`config.mk`:
```
export PLATFORM = sky130hd
export DESIGN_NAME = lane_packet_sender
export DESIGN_NICKNAME = d
export VERILOG_FILES = /design/src/rtl/lane_packet_sender.sv
export SDC_FILE = /design/constraint.sdc
export NUM_CORES = 1
export LEC_CHECK = 0
export CAP_MARGIN = 10
export CORE_ASPECT_RATIO = 0.8
export CORE_MARGIN = 2
export CORE_UTILIZATION = 59
export DETAILED_ROUTE_END_ITERATION = 10
export PLACE_DENSITY = 0.92
export SLEW_MARGIN = 20
export SYNTH_ARGS = -nofsm -noshare
export SYNTH_HDL_FRONTEND = slang
export SYNTH_SLANG_ARGS = --single-unit
```
`constraint.sdc`:
```
create_clock -name clk -period 5.5 [get_ports clk]
set_clock_uncertainty 0.1 [all_clocks]
set_input_delay 0.825 -clock clk [delete_from_list [all_inputs] [get_ports clk]]
set_output_delay 0.825 -clock clk [all_outputs]
set_load 0.05 [all_outputs]
```
`src/rtl/lane_packet_sender.sv`:
```
// lane_packet_sender: frames a latched payload across NUM_LANES serial data
// lanes plus a header lane, optionally waits for a sequence-matched ack and
// retransmits the identical frame on timeout until the retry budget runs out.
module lane_packet_sender #(
  parameter int NUM_LANES      = 4,
  parameter int PAYLOAD_BITS   = 32,
  parameter int TYPE_BITS      = 3,
  parameter int TIMEOUT_CYCLES = 16,
  parameter int MAX_RETRIES    = 2
) (
  input  logic                    clk,
  input  logic                    rst_l,
  input  logic                    send_valid,
  output logic                    send_ready,
  input  logic [TYPE_BITS-1:0]    send_type,
  input  logic                    send_need_ack,
  input  logic [PAYLOAD_BITS-1:0] send_payload,
  input  logic                    ack_valid,
  input  logic                    ack_seq,
  output logic                    serial_out_h,
  output logic [NUM_LANES-1:0]    serial_out,
  output logic                    send_done,
  output logic                    send_fail,
  output logic                    cur_seq
);

  localparam int W     = PAYLOAD_BITS / NUM_LANES;
  localparam int CNT_W = $clog2(W + 1);
  localparam int TMR_W = $clog2(TIMEOUT_CYCLES + 1);
  localparam int RTY_W = $clog2(MAX_RETRIES + 2);

  localparam logic [CNT_W-1:0] LAST_CNT = CNT_W'(W);
  localparam logic [TMR_W-1:0] LAST_TMR = TMR_W'(TIMEOUT_CYCLES - 1);
  localparam logic [RTY_W-1:0] MAX_RTY  = RTY_W'(MAX_RETRIES);

  typedef enum logic [1:0] {
    IDLE     = 2'd0,
    SEND     = 2'd1,
    WAIT_ACK = 2'd2
  } state_t;

  state_t                         state_q, state_nxt;
  logic [CNT_W-1:0]               cnt_q, cnt_nxt;
  logic [TMR_W-1:0]               timer_q, timer_nxt;
  logic [RTY_W-1:0]               retries_q, retries_nxt;
  logic                           seq_q, seq_nxt;
  logic                           need_ack_q;
  logic                           done_q, done_nxt;
  logic                           fail_q, fail_nxt;
  logic                           load_new, load_retry;

  logic [PAYLOAD_BITS-1:0]        payload_q;
  logic [TYPE_BITS-1:0]           type_q;
  logic [PAYLOAD_BITS-1:0]        frame_payload;
  logic [TYPE_BITS-1:0]           frame_type;
  logic [NUM_LANES-1:0][W:0]      lane_sr_q;
  logic [W:0]                     hdr_sr_q;

  // Header lane image, MSB transmitted first: start bit, type, seq, then zeros.
  function automatic logic [W:0] hdr_frame(input logic [TYPE_BITS-1:0] t,
                                           input logic s);
    logic [W:0] f;
    f = '0;
    f[W] = 1'b1;
    f[W-1 -: TYPE_BITS] = t;
    f[W-1-TYPE_BITS] = s;
    return f;
  endfunction

  // State register.
  always_ff @(posedge clk or negedge rst_l) begin
    if (!rst_l) state_q <= IDLE;
    else        state_q <= state_nxt;
  end

  // Next-state logic: frame counting, ack matching, timeout and retry decisions.
  always_comb begin
    state_nxt   = state_q;
    cnt_nxt     = cnt_q;
    timer_nxt   = timer_q;
    retries_nxt = retries_q;
    seq_nxt     = seq_q;
    done_nxt    = 1'b0;
    fail_nxt    = 1'b0;
    load_new    = 1'b0;
    load_retry  = 1'b0;
    case (state_q)
      IDLE: begin
        if (send_valid) begin
          state_nxt   = SEND;
          cnt_nxt     = '0;
          retries_nxt = '0;
          load_new    = 1'b1;
        end
      end
      SEND: begin
        if (cnt_q == LAST_CNT) begin
          cnt_nxt = '0;
          if (need_ack_q) begin
            state_nxt = WAIT_ACK;
            timer_nxt = '0;
          end else begin
            state_nxt = IDLE;
            done_nxt  = 1'b1;
            seq_nxt   = ~seq_q;
          end
        end else begin
          cnt_nxt = cnt_q + CNT_W'(1);
        end
      end
      WAIT_ACK: begin
        // A matching ack wins even on the final timeout cycle.
        if (ack_valid && (ack_seq == seq_q)) begin
          state_nxt   = IDLE;
          done_nxt    = 1'b1;
          seq_nxt     = ~seq_q;
          retries_nxt = '0;
        end else if (timer_q == LAST_TMR) begin
          if (retries_q < MAX_RTY) begin
            state_nxt   = SEND;
            cnt_nxt     = '0;
            retries_nxt = retries_q + RTY_W'(1);
            load_retry  = 1'b1;
          end else begin
            state_nxt   = IDLE;
            fail_nxt    = 1'b1;
            retries_nxt = '0;
          end
        end else begin
          timer_nxt = timer_q + TMR_W'(1);
        end
      end
      default: state_nxt = IDLE;
    endcase
  end

  // Control registers: counters, sequence bit, latched need_ack and pulses.
  always_ff @(posedge clk or negedge rst_l) begin
    if (!rst_l) begin
      cnt_q      <= '0;
      timer_q    <= '0;
      retries_q  <= '0;
      seq_q      <= 1'b0;
      need_ack_q <= 1'b0;
      done_q     <= 1'b0;
      fail_q     <= 1'b0;
    end else begin
      cnt_q     <= cnt_nxt;
      timer_q   <= timer_nxt;
      retries_q <= retries_nxt;
      seq_q     <= seq_nxt;
      done_q    <= done_nxt;
      fail_q    <= fail_nxt;
      if (load_new) need_ack_q <= send_need_ack;
    end
  end

  // Payload and type held for retransmission; pure data, so no reset.
  always_ff @(posedge clk) begin
    if (load_new) begin
      payload_q <= send_payload;
      type_q    <= send_type;
    end
  end

  assign frame_payload = load_retry ? payload_q : send_payload;
  assign frame_type    = load_retry ? type_q    : send_type;

  // Frame shifters: load a full frame image, then shift zeros in so the lanes
  // fall back to 0 exactly after the W+1 frame cycles.
  always_ff @(posedge clk or negedge rst_l) begin
    if (!rst_l) begin
      lane_sr_q <= '0;
      hdr_sr_q  <= '0;
    end else if (load_new || load_retry) begin
      for (int i = 0; i < NUM_LANES; i++)
        lane_sr_q[i] <= {1'b1, frame_payload[i*W +: W]};
      hdr_sr_q <= hdr_frame(frame_type, seq_q);
    end else begin
      for (int i = 0; i < NUM_LANES; i++)
        lane_sr_q[i] <= {lane_sr_q[i][W-1:0], 1'b0};
      hdr_sr_q <= {hdr_sr_q[W-1:0], 1'b0};
    end
  end

  // Each data lane is the MSB of its shifter.
  always_comb begin
    serial_out = '0;
    for (int i = 0; i < NUM_LANES; i++)
      serial_out[i] = lane_sr_q[i][W];
  end

  assign serial_out_h = hdr_sr_q[W];
  assign send_ready   = (state_q == IDLE);
  assign send_done    = done_q;
  assign send_fail    = fail_q;
  assign cur_seq      = seq_q;

endmodule

```
==> run summary, run 1 <==
Design area: 4696 um^2
Filler instances: 439
Top-Level Pins: 50
Period utilization: 63.96%
Die width: 96.51 um
Layout cells sized above 1: 13.61%
Pre-antenna DRT Iters: 4
PortBufs: 49
Seq/Total Area, Yosys: 61.96%
Root Buffer: clkbuf_8
DP Area: 4489 um^2
Post-CTS Repair Setup Buffers: 0
Max Root-Sink Buffers: 2
Total Routing Usage GR: 21.62%
Synth Area in XOR/XNOR: 0.6196%
Final-report max-slew violation count: 0
WL final: 7.229 mm
Nets: 405
R2R Path Start: state_q[0]
Hpwl dp: 4.711 mm
Synth top cells by count: dfrtp_1 (58), nand2_1 (52), edfxtp_1 (35)
Area fraction of the dominant cell type after synthesis: 35.94%
PostCTS Resize Cnt: 0
Clk slew on worst S/H paths: 0.09 ns
Gr ovfl total: 0
Cell variety after synth: 48
Vias in the first global route: 2459
Wirelength per Cell: 16.28 um
EDFF count, synth: 35
RSZ-0062 raised after global routing: no
Number of vias per cell: 5.694
Worst slew margin: 31.27%
Mapped Nets: 360
Leakage: 1.995 nW
Residual DRC: 0
Largest net degree at the start of global routing: 77
CP Max Fanout: 48
Post-CTS Hold Fix Bufs: 0
Most common cell in the synthesized netlist: dfrtp_1
# diodes: 0
Max Cap Viol: 0
Minimum clock period: 3.518 ns
FP Rows: 26
# clock sinks: 93
Setup TNS: 0 ns
Startpoint types: input pin
Main combinational cell family by area after synthesis: compound AO/OA/AOI/OAI gates
VDD IR max: 0.2163 mV
Chip height: 78 um
Area grow syn2layout: 16.26%
Mux share of post-synthesis cell area: 8.984%
DR vias: 2528
Insertion delay to the later sink of the worst-skew pair: 0.35 ns
Crit path kind: in2reg
GP Congestion: 0.8059
Synth Area in Adders: 2.788%
First-pass GRT wire length: 11.98 mm
Async set-reset flop share out of synthesis: 62.37%
Initial Util: 62.08%
Total Power: 2.218 mW
Worst EP arrival: 3.72 ns
CTS tree: yes
FF+latch count, synth: 93
CTS H-tree lvls: 3
Final Hold Violating Endpoints: 0
CP startpoint: send_valid
Synth Flop Type: dfrtp_1
Number of routed nets with antenna violations: 0
Syn_area_per_cell: 13.03 um^2
Synth Area in Simple Gates: 9.542%
Slew @ Worst Pin: 1.027 ns
Largest area contributor in the netlist: dfrtp_1
Status: finished, final reports clean
Placeable Area: 6506 um^2
Initial drt markers: 143
Ranking of synthesized cells by area: dfrtp_1 (36%), edfxtp_1 (26%), mux2i_1 (8.4%)
Initial antenna violation count: 0
Synth warn: 0
TritonCTS Buffers: 9
Cells after Synth: 310
Die area: 7527 um^2
Crit path required time: 5.70 ns
Final setup viols: 0
Worst Hold Launch: lane_sr_q[34]
Max Clk Rate: 0.2843 GHz
Worst hold slack: 0.3441 ns
Min-delay worst type: reg2reg
Post-synthesis compound-gate area fraction: 11.37%
Worst Setup End Kind: flip-flop
Pwr dens: 472.4 nW/um^2
Mapped Area: 4039 um^2
## final timing paths
| kind | to | slack (ns) | depth (start not counted) |
|---|---|---|---|
| setup reg to reg | retries_q[0] | 2.14 | 7 |
| max in group asynchronous | lane_sr_q[21] | 4.30 | 2 |
| min in group asynchronous | retries_q[0] | 0.52 | 2 |
| setup / recovery | retries_q[0] | 1.98 | 6 |
| hold / removal | serial_out[3] | 0.34 | 1 |
| hold reg to reg | serial_out[3] | 0.34 | 1 |
## stage by stage
step / util, % / cells / setup WS, ns
6_report: 72.17 / 444 / 1.982
5_1_grt: 72.17 / 444 / 1.817
3_3_place_gp: 69.00 / 428 / 1.821
3_5_place_dp: 69.00 / 428 / 1.731
4_1_cts: 72.17 / 444 / 1.962
2_1_floorplan: - / 310 / 2.444
## flip-flops by register name, indices dropped and copies added, names as in the netlist
signal,cells
cur_seq,1
lane_sr_q,32
need_ack_q,1
send_done,1
retries_q,2
timer_q,5
type_q,3
state_q,2
payload_q,32
send_fail,1
cnt_q,4
serial_out,4
hdr_sr_q,5
## logic make-up (layout without fill, tap and decap cells)
logic type      count (synthesis)  count (layout)
compound gates                 61              61
xor+xnor                        2               2
fa+ha+maj                       9               9
buf+inv                        26              76
flops                          93              93
mux                            36              36
simple gates                   83              83
## critical path, stage by stage
cell,delay [ns]
clkdlybuf4s50_1,0.50
nand2_2,0.58
inv_2,0.99
o21ai_0,0.28
nor3_1,0.31
mux2_2,0.21
## routing by layer
metal  global-route usage [%]  up-vias  wire, um
met5                        0        -         0
met4                    7.042        0        87
met3                    6.990       10       504
met2                    32.85       86      3567
met1                    29.66     1238      3069
li1                         -     1194         -
## report_power, final
group          switching (mW)  leakage (nW)  internal, mW
logic                   0.405         0.837         0.290
clock network           0.218        0.0986         0.253
registers              0.0923          1.06         0.960
## cell type report
cell class | instances | area, um^2 | area share (%)
clock buffer | 11 | 131.4 | 2.798
clock inverter | 5 | 75.07 | 1.599
inverter | 9 | 33.78 | 0.7194
multi-input combinational | 191 | 1348 | 28.70
sequential | 93 | 2502 | 53.29
tap | 84 | 105.1 | 2.238
timing repair buffer | 51 | 500.5 | 10.66
## layout by cell type, fill, tap and decap left out, types with 2 or more instances in the layout
cell,n
inv_1,8
clkbuf_8,9
nor2b_1,2
o211ai_1,4
nand2b_1,5
nor2_1,3
o2bb2ai_1,2
a21oi_1,4
edfxtp_1,35
ha_1,9
dfrtp_1,58
o21ai_0,20
mux2i_1,34
bufinv_16,2
clkdlybuf4s50_1,48
a21o_2,2
clkinv_1,2
or3_2,5
clkbuf_1,2
o21ai_2,17
mux2_2,2
nand2_1,51
nand3_1,7
buf_4,2
Note: power is estimated with default switching activity, not from simulation.
==> run 2, diff against run 1 <==
CORE_UTILIZATION = 55   (was 59)
PLACE_DENSITY = 0.87   (was 0.92)
clock period = 3.4 ns   (was 5.5 ns; I/O delays follow)
==> run 2 against run 1 <==
  * Combinational power increased by 63%
  * Worst setup slack worse by 1.2 ns
  * Clock power increased by 61%
  * Critical endpoint is now send_ready
  * Largest cell class unchanged
  * Largest power group unchanged
==> run summary, run 2 (synthesis gave the netlist of run 1 again) <==
Status: finished, final reports clean
Insertion delay to the later sink of the worst-skew pair: 0.35 ns
Crit path buf inv count: 2
First-pass GRT wire length: 12.20 mm
GP Congestion: 0.8149
Residual DRC: 0
Leakage: 2.025 nW
CP Max Fanout: 5
Final Util: 67.70%
Final setup viols: 0
DR vias: 2512
DP Area: 4531 um^2
Max Cap Viol: 0
Hpwl dp: 4.952 mm
Multi-input logic area: 1348 um^2
Initial antenna violation count: 0
Chip height: 80.65 um
TritonCTS Buffers: 9
Post-CTS Hold Fix Bufs: 0
Worst slew margin: 42.16%
Period utilization: 76.78%
Placeable Area: 6993 um^2
Top-Level Pins: 50
Slew @ Worst Pin: 0.8676 ns
Layout cells sized above 1: 14.79%
Pwr dens: 758.1 nW/um^2
Biggest regs: lane_sr_q x32, payload_q x32
Setup TNS: 0 ns
Commonest cells after routing, fill and taps aside: dfrtp_1 (58), nand2_1 (51), clkdlybuf4s50_1 (48)
Cell Chain, Critical Path: inv_1 > ha_1 > clkdlybuf4s50_1
Largest net degree at the start of global routing: 40
Min-delay worst type: in2async
Worst Setup End Kind: output pin
Minimum clock period: 2.611 ns
Total Routing Usage GR: 20.14%
WL final: 7.388 mm
Peak per-stage delay on the critical path: 0.85 ns
Max Root-Sink Buffers: 2
Pre-antenna DRT Iters: 4
Initial Util: 57.76%
Gr ovfl total: 0
Area grow syn2layout: 17.22%
Root Buffer: clkbuf_8
Vias in the first global route: 2498
CTS H-tree lvls: 3
Final Hold Violating Endpoints: 0
Crit path required time: 2.79 ns
CTS tree: yes
# diodes: 0
Number of routed nets with antenna violations: 0
Die area: 8049 um^2
CP max-delay cell: clkdlybuf4s50_1
Die width: 99.81 um
VDD IR max: 0.3403 mV
Design area: 4735 um^2
Max Clk Rate: 0.3831 GHz
Commonest non-fill, non-tap cell in the layout: dfrtp_1
RSZ-0062 raised after global routing: no
Worst EP arrival: 2.00 ns
Reg2reg setup slack: 0.85 ns
FP Rows: 27
Initial drt markers: 100
Non-filler cells, final: 452
Clk slew on worst S/H paths: 0.08 ns
PortBufs: 49
Filler instances: 507
Nets: 410
# clock sinks: 93
Seq. cell area: 2502 um^2
Wirelength per Cell: 16.35 um
Post-CTS Repair Setup Buffers: 0
Worst hold slack: 0.1663 ns
Number of vias per cell: 5.558
Top delay family on crit path: buffers and inverters
Startpoint types: flip-flop
PostCTS Resize Cnt: 0
Crit path kind: reg2out
Final-report max-slew violation count: 0
Placed insts: 436
-- run 2: cell count changes in the layout (fill, tap and decap cells not counted) --
cell and delta:
clkinv_1 +2, clkbuf_1 -2, clkinv_2 +1, buf_4 +5, clkinvlp_4 -1
-- run 2: per-stage QoR --
stage	setup WS (ns)	total power [mW]
floorplan	0.3440	2.539
global placement	0.8741	2.786
detailed placement	0.7881	2.849
CTS	0.7812	3.618
global route	0.6188	3.790
finish	0.7894	3.589
-- run 2: area by class of cell --
cell class | instances | share of cell area, %
multi-input combinational | 191 | 28.46
clock buffer | 9 | 2.616
clock inverter | 7 | 1.691
tap | 87 | 2.299
inverter | 9 | 0.7135
timing repair buffer | 56 | 11.36
sequential | 93 | 52.85
-- run 2: path summary, 6_finish.rpt --
check | from | endpoint | cells after the start
worst max-delay path | state_q[0] | send_ready | 3
worst min-delay path | rst_l | lane_sr_q[31] | 1
worst max register to register | state_q[0] | lane_sr_q[14] | 6
worst min register to register | hdr_sr_q[7] | hdr_sr_q[8] | 1
max in group asynchronous | rst_l | lane_sr_q[16] | 2
min in group clk | hdr_sr_q[7] | hdr_sr_q[8] | 1
-- run 2: power breakdown --
| part | total [mW] | leakage, nW | internal (mW) | switching (mW) |
|---|---|---|---|---|
| Clock | 0.760 | 0.103 | 0.403 | 0.357 |
| Sequential | 1.70 | 1.06 | 1.55 | 0.153 |
| Combinational | 1.13 | 0.863 | 0.473 | 0.655 |
-- run 2: metal layers --
metal	global-route usage [%]	wire (um)	up-vias
met5	0	0	-
met4	8.493	108	0
met3	4.874	428	14
met2	32.43	3536	78
met1	26.38	3314	1218
li1	-	-	1202
